## src/rtl/mult_disp_pkg.sv

```systemverilog
// Shared types and constants for the multiplier result display stage.
package mult_disp_pkg;

    typedef enum logic [1:0] {
        IDLE = 2'd0,
        CONV = 2'd1,
        DONE = 2'd2
    } state_t;

    localparam int unsigned NUM_DIGITS = 3;
    localparam int unsigned PROD_W     = 8;
    localparam int unsigned BCD_W      = 4 * NUM_DIGITS;

    // Segment patterns, bit order gfedcba, active high
    localparam logic [6:0] SEG_0     = 7'h3F;
    localparam logic [6:0] SEG_1     = 7'h06;
    localparam logic [6:0] SEG_2     = 7'h5B;
    localparam logic [6:0] SEG_3     = 7'h4F;
    localparam logic [6:0] SEG_4     = 7'h66;
    localparam logic [6:0] SEG_5     = 7'h6D;
    localparam logic [6:0] SEG_6     = 7'h7D;
    localparam logic [6:0] SEG_7     = 7'h07;
    localparam logic [6:0] SEG_8     = 7'h7F;
    localparam logic [6:0] SEG_9     = 7'h6F;
    localparam logic [6:0] SEG_BLANK = 7'h00;

    // Double-dabble correction: any BCD nibble >= 5 gets +3 before the shift
    function automatic logic [BCD_W-1:0] dd_adjust(input logic [BCD_W-1:0] s);
        logic [BCD_W-1:0] r;
        r = s;
        for (int unsigned i = 0; i < NUM_DIGITS; i++) begin
            if (s[4*i +: 4] >= 4'd5) begin
                r[4*i +: 4] = s[4*i +: 4] + 4'd3;
            end
        end
        return r;
    endfunction

endpackage

```

## src/rtl/seg7_decode.sv

```systemverilog
// BCD nibble to 7-segment (gfedcba) decoder with a blanking input.
module seg7_decode
    import mult_disp_pkg::*;
(
    input  logic [3:0] nibble,
    input  logic       blank,
    output logic [6:0] seg
);

    // Pure lookup; codes 10-15 and blanked digits drive all segments off
    always_comb begin
        seg = SEG_BLANK;
        if (!blank) begin
            unique case (nibble)
                4'd0:    seg = SEG_0;
                4'd1:    seg = SEG_1;
                4'd2:    seg = SEG_2;
                4'd3:    seg = SEG_3;
                4'd4:    seg = SEG_4;
                4'd5:    seg = SEG_5;
                4'd6:    seg = SEG_6;
                4'd7:    seg = SEG_7;
                4'd8:    seg = SEG_8;
                4'd9:    seg = SEG_9;
                default: seg = SEG_BLANK;
            endcase
        end
    end

endmodule

```

## src/rtl/mult_result_disp.sv

```systemverilog
// Captures the multiplier product, converts it to BCD with an iterative
// double-dabble engine and scans the three digits onto one 7-segment display.
module mult_result_disp
    import mult_disp_pkg::*;
#(
    parameter int unsigned SCAN_DIV = 1024
) (
    input  logic        clk,
    input  logic        rst_n,
    input  logic [7:0]  prod_in,
    input  logic        prod_valid,
    output logic        busy,
    output logic        done,
    output logic [11:0] bcd_out,
    output logic [6:0]  seg_out,
    output logic [2:0]  dig_sel
);

    localparam int unsigned    PW        = $clog2(SCAN_DIV);
    localparam logic [PW-1:0]  PRESC_MAX = PW'(SCAN_DIV - 1);

    state_t             state_q, state_d;
    logic [PROD_W-1:0]  shift_q, shift_d;
    logic [BCD_W-1:0]   scratch_q, scratch_d;
    logic [2:0]         cnt_q, cnt_d;
    logic [BCD_W-1:0]   bcd_q, bcd_d;
    logic [PW-1:0]      presc_q, presc_d;
    logic [2:0]         dig_sel_q, dig_sel_d;
    logic [6:0]         seg_q, seg_d;

    logic [BCD_W-1:0]   adj;
    logic [3:0]         disp_nib;
    logic               disp_blank;

    // Conversion FSM and double-dabble datapath next-state
    always_comb begin
        state_d   = state_q;
        shift_d   = shift_q;
        scratch_d = scratch_q;
        cnt_d     = cnt_q;
        bcd_d     = bcd_q;
        adj       = dd_adjust(scratch_q);
        unique case (state_q)
            IDLE, DONE: begin
                if (prod_valid) begin
                    shift_d   = prod_in;
                    scratch_d = '0;
                    cnt_d     = '0;
                    state_d   = CONV;
                end else begin
                    state_d   = IDLE;
                end
            end
            CONV: begin
                {scratch_d, shift_d} = {adj[BCD_W-2:0], shift_q, 1'b0};
                cnt_d = cnt_q + 3'd1;
                if (cnt_q == 3'd7) begin
                    bcd_d   = {adj[BCD_W-2:0], shift_q[PROD_W-1]};
                    state_d = DONE;
                end
            end
            default: state_d = IDLE;
        endcase
    end

    // Free-running prescaler and digit scanner; segments decode the
    // next-cycle digit select and result so they change together with them
    always_comb begin
        presc_d   = (presc_q == PRESC_MAX) ? '0 : presc_q + PW'(1);
        dig_sel_d = (presc_q == PRESC_MAX) ? {dig_sel_q[1:0], dig_sel_q[2]} : dig_sel_q;
        if (dig_sel_d[2]) begin
            disp_nib   = bcd_d[11:8];
            disp_blank = (bcd_d[11:8] == 4'd0);
        end else if (dig_sel_d[1]) begin
            disp_nib   = bcd_d[7:4];
            disp_blank = (bcd_d[11:4] == 8'd0);
        end else begin
            disp_nib   = bcd_d[3:0];
            disp_blank = 1'b0;
        end
    end

    seg7_decode u_seg7_decode (
        .nibble (disp_nib),
        .blank  (disp_blank),
        .seg    (seg_d)
    );

    // State and output registers
    always_ff @(posedge clk or negedge rst_n) begin
        if (!rst_n) begin
            state_q   <= IDLE;
            shift_q   <= '0;
            scratch_q <= '0;
            cnt_q     <= '0;
            bcd_q     <= '0;
            presc_q   <= '0;
            dig_sel_q <= 3'b001;
            seg_q     <= SEG_0;
        end else begin
            state_q   <= state_d;
            shift_q   <= shift_d;
            scratch_q <= scratch_d;
            cnt_q     <= cnt_d;
            bcd_q     <= bcd_d;
            presc_q   <= presc_d;
            dig_sel_q <= dig_sel_d;
            seg_q     <= seg_d;
        end
    end

    assign busy    = (state_q == CONV);
    assign done    = (state_q == DONE);
    assign bcd_out = bcd_q;
    assign seg_out = seg_q;
    assign dig_sel = dig_sel_q;

endmodule

```

## config.mk

```make
export PLATFORM = sky130hd
export DESIGN_NAME = mult_result_disp
export DESIGN_NICKNAME = d
export VERILOG_FILES = /design/src/rtl/mult_disp_pkg.sv /design/src/rtl/seg7_decode.sv /design/src/rtl/mult_result_disp.sv
export SDC_FILE = /design/constraint.sdc
export NUM_CORES = 1
export LEC_CHECK = 0
export ABC_AREA = 1
export CAP_MARGIN = 0
export CELL_PAD_IN_SITES_DETAIL_PLACEMENT = 0
export CELL_PAD_IN_SITES_GLOBAL_PLACEMENT = 2
export CORE_ASPECT_RATIO = 1.75
export CORE_MARGIN = 3
export CORE_UTILIZATION = 34
export DETAILED_ROUTE_END_ITERATION = 12
export GPL_TIMING_DRIVEN = 0
export HOLD_SLACK_MARGIN = 0.03
export PLACE_DENSITY = 0.84
export SLEW_MARGIN = 30
export SYNTH_ARGS = -nofsm -noshare
export SYNTH_HDL_FRONTEND = slang
export SYNTH_SLANG_ARGS = --single-unit
```

## constraint.sdc

```tcl
create_clock -name clk -period 3.1 [get_ports clk]
set_input_delay 0.775 -clock clk [delete_from_list [all_inputs] [get_ports clk]]
set_output_delay 0.775 -clock clk [all_outputs]
set_load 0.1 [all_outputs]
```

# After elaboration in Yosys (flattened, before gate mapping)
# Memories as Yosys holds them, arrays and structs flattened.
# Cells that the tools add are included.
word_totals:
  register_bits: 57
  rom_bits: 112
  in_bits: 11
  output_inout_bits: 24
  elab_cells: 51
  mem_count: 1
mem_list:
  columns: ["memory", "depth", "word_bits", "rd", "rd_clocked_by_memory_dff", "wr", "line_no", "rtl"]
  rows:
  - ["(no name shown)", 16, 7, 1, 0, 0, "seg7_decode.sv:14", "unique case (nibble)"]
classes:
  n_addsub: 5
  magnitude_cmp: 3
  n_eq_ne: 6
  mux: 21
  reduce_logical: 6
ops:
  columns: ["operator", "n"]
  rows:
  - ["2-to-1 mux 12 bit", 3]
  - ["one-hot mux 12 bit (2 select lines)", 1]
  - ["2-to-1 mux 4 bit", 4]
  - ["one-hot mux 8 bit (2 select lines)", 1]
  - ["greater-or-equal comparator 4 x 3 -> 1 bit (second input constant)", 3]
  - ["adder 10 x 1 -> 10 bit (second input constant)", 1]
  - ["equality test 10 bit (second input constant)", 1]
  - ["2-to-1 mux 10 bit", 1]
  - ["2-to-1 mux 3 bit", 3]
  - ["adder 4 x 2 -> 4 bit (second input constant)", 2]
  - ["zero test 8 bit", 1]
  - ["2-to-1 mux 8 bit", 1]
  - ["2-to-1 mux 7 bit", 1]
  - ["one-hot mux 3 bit (2 select lines)", 1]
  - ["zero test 4 bit", 1]
  - ["one-hot mux 2 bit (2 select lines)", 1]
  - ["adder 3 x 1 -> 3 bit (second input constant)", 1]
  - ["adder 3 x 2 -> 3 bit (second input constant)", 1]
  - ["equality test 3 bit (second input constant)", 1]
  - ["2-to-1 mux 1 bit", 3]
  - ["equality test 2 x 1 -> 1 bit (second input constant)", 1]
  - ["equality test 2 bit (second input constant)", 1]
  - ["zero test 2 bit", 1]
  - ["2-to-1 mux 2 bit", 1]
  - ["other kinds (5)", 5]

# Longest topological paths before layout
depth:
  depth_word: 8
  mapped_depth: 20
  ltp_nobuf: 19

# By module
# Synthesis repeated with hierarchy kept, for this count alone.
unflattened:
  cells_unflattened: 321
  area_unflattened_um2: 2845.2
modules_own_cells:
  columns: ["module", "instances", "cells_per_inst", "area_per_inst_um2"]
  rows:
  - ["mult_result_disp", 1, 285, 2655.0]
  - ["seg7_decode", 1, 36, 190.2]

# Least setup slack after synthesis
# No wires, ideal clock.
synth_timing:
  path_kind: "register to output"
  start: "register state_q[1]"
  end: "output busy"
  t_arrival_ps: 1688
  required_time_ps: 2325
  path_slack_ps: 637
  path_stages_with_launch: 5
  path_buffers: 1
  path_cell_list: "dfrtp_1 > inv_1 > nand2_4 > inv_1 > buf_1"
synth_between:
  elab_chain_len: 1
synth_lines:
  columns: ["item", "line_no", "rtl"]
  rows:
  - ["start: declaration", "mult_result_disp.sv:22", "state_t state_q, state_d;"]
  - ["start signal: assignment", "mult_result_disp.sv:101", "state_q <= state_d;"]
  - ["equality test 2 x 1 -> 1 bit", "mult_result_disp.sv:112", "assign busy = (state_q == CONV);"]
  - ["end: declaration", "mult_result_disp.sv:12", "output logic busy,"]
# No other way between the ends.

# Worst setup path in the final report
# Same ends and word-level chain as after synthesis.

==> flow_summary.yaml <==
finish:
  final_common_cell: "nand2_1"
  drive_gt1_share_pct: 15.8
  nFillCells: 835
  nets: 413
  multi_input_area_sq_mm: 0.00129
  layout_common_cells: "83 x nand2_1, 50 x inv_1, 50 x dfrtp_1"
  num_antenna_cells: 0
  area_delta_synth_final_pct: 27.1
  stdcell_area_sq_mm: 0.00379
  ff_latch_area_sq_mm: 0.00144
  instances_no_fill: 508
global_routing:
  grt_pass1_wl_microns: 11000
  grt_pass1_vias: 2361
  overflow: 0
  track_usage_pct: 14.3
  antenna_found_initial: 0
  grt_max_degree: 50
clocking:
  cts_setup_buffers: 0
  h-tree-depth: 3
  clock_tree.root_cell: "clkbuf_16"
  insertion_delay_ps: 320
  cts.sinks: 57
  clk_path_buf_depth: 2
  cts_tree: "done"
  numCtsBuffers: 9
  clk_pin_slew_worst_paths_ps: 50
yosys:
  synthesis.nets: 367
  synthTopCellsByArea: "dfrtp_1 42%, nand2_1 10%, inv_1 6.3%"
  synth_edf_count: 0
  synth.largest_area_cell: "dfrtp_1"
  yosys.area.top_type_share_pct: 42.0
  ys_types: 42
  synthCells: 342
  ys_seq_area_share_pct: 48.1
  yosys_most_used_dff: "dfrtp_1"
  synth_area_sq_mm: 0.00298
  ys_seq_elements: 57
  async_flop_share_pct: 100
  yosys_warnings: 0
  avgSynthCellArea_sq_um: 8.72
timing:
  period_minus_slack_ps: 2920
  tightest_slew_ps: 989
  max_freq_mhz: 342
  slew_headroom_pct: 33.8
  fin_skew_ps: 6.09
  hold_viol_final: 0
  grt_setup_unrepaired: "false"
  slew_violations: 0
  hold_ws_ps: 282
  finalCritPeriodShare_pct: 94.2
  setup_viol: 0
worst_setup_path:
  path_max_fanout: 10
  critPathBufInv: 4
  critPathKind: "register to primary output"
  cp_top_family: "buffers and inverters"
  crit_chain: "inv_1 -> nand2_4 -> inv_1 -> buf_1 -> clkdlybuf4s18_2"
  arrival_ps: 2140
  slowest_delay_ps: 620
  slowest_stage: "clkdlybuf4s18_2"
  critPathCaptureType: "primary output"
  cp_common_cell: "inv_1"
  startpoint_type: "register"
  critPathRequiredTime_ps: 2320
drt:
  drtIter0Drc: 164
  vias_per_cell: 4.64
  drt-total-wl_microns: 6440
  wl_per_cell_microns: 12.7
  firstDrtPassIters: 4
  dr_total_vias: 2356
  drtAntennaViolNets: 0
  drc_errors: 0
die:
  io_pins: 35
  initial_core_util_pct: 35.4
  dieWidth_microns: 76.8
  dieHeight_microns: 130
  core_area_sq_mm: 0.00842
  rows: 44
  fp.dieArea_sq_mm: 0.00997
place:
  place_congestion: 0.830
  hpwl_microns: 4790
  dp_cells: 492
  portBuffers: 34
  dpl-instance-area_sq_mm: 0.00349
status:
  status: "completed"
flow_run:
  drv_cap: 0
hold_path:
  hold_path_class: "input pin to asynchronous set/reset pin"
-- through the flow --
step / setup WS [ps] / util, % / TNS [ps]
after detailed placement: -125 / 41.4 / -125
final: 180 / 45.0 / 0
after floorplan: 637 / - / 0
after global placement: -584 / 41.1 / -28970
after global routing: 7.36 / 45.0 / 0
after CTS: 113 / 45.0 / 0
-- routing by layer --
| metal | track usage, % | vias up | wire length (microns) | part of all wire [%] |
|---|---|---|---|---|
| met5 | 0 | - | 0 | 0 |
| met4 | 8.11 | 0 | 169 | 2.6 |
| met3 | 3.18 | 12 | 199 | 3.1 |
| met2 | 25.4 | 42 | 3400 | 53 |
| met1 | 15.7 | 1110 | 2670 | 41 |
| li1 | - | 1192 | - | - |
-- synth_stat cells, types with 5 or more instances --
cell type	n
a221oi_1	7
dfrtp_1	50
dfstp_2	7
ha_1	14
inv_1	50
nand2_1	83
nand2_2	7
nand3_1	16
nand4_1	5
nor2_1	18
nor2_2	5
nor3_1	8
o21ai_0	20
o22ai_1	6
xor2_1	5
-- logic make-up (layout without fill, tap and decap cells) --
family / after synthesis / in the layout / share of synthesized area, %
flops: 57 / 57 / 48.1
simple gates: 156 / 156 / 25.0
buf+inv: 63 / 114 / 8.69
fa+ha+maj: 14 / 14 / 5.88
compound gates: 47 / 47 / 10.8
xor+xnor: 5 / 5 / 1.47
-- layout make-up --
cell class / count / share of cell area (%)
plain buffers: 5 / 0.793
clock buffers: 11 / 6.41
clock inverters: 5 / 1.45
inverters: 58 / 6.04
multi-input cells: 222 / 34.0
flip-flops and latches: 57 / 37.9
well taps: 115 / 3.80
repair buffers: 35 / 9.64
-- sequential cells by signal, summed over array words and instances, names as in the netlist --
register / cells
seg_out: 7
state_q: 2
presc_q: 10
shift_q: 8
cnt_q: 3
bcd_out: 12
scratch_q: 12
dig_sel: 3
-- timing repair --
| item | in CTS | in global routing |
|---|---|---|
| pin swaps | 0 | 0 |
| hold buffers | 0 | 0 |
| cloned | 0 | 0 |
| resized for setup | 3 | 1 |
| endpoints found under the setup margin | 1 | 1 |
-- final timing paths --
| kind | start | end | slack, ps | cells past startpoint |
|---|---|---|---|---|
| min in group clk | cnt_q[0]$_DFFE_PN0P_ | cnt_q[0]$_DFFE_PN0P_ | 470 | 1 |
| min reg2reg | cnt_q[0]$_DFFE_PN0P_ | cnt_q[0]$_DFFE_PN0P_ | 470 | 1 |
| max | state_q[1]$_DFFE_PN0P_ | busy | 180 | 5 |
| max reg2reg | scratch_q[4]$_DFFE_PN0P_ | seg_out[3]$_DFF_PN1_ | 410 | 14 |
| max in group asynchronous | rst_n | seg_out[0]$_DFF_PN1_ | 2290 | 2 |
| min | rst_n | scratch_q[10]$_DFFE_PN0P_ | 280 | 1 |
Power is not shown: default switching activity piles up to over one toggle a cycle in this logic, so the estimate is an artifact.
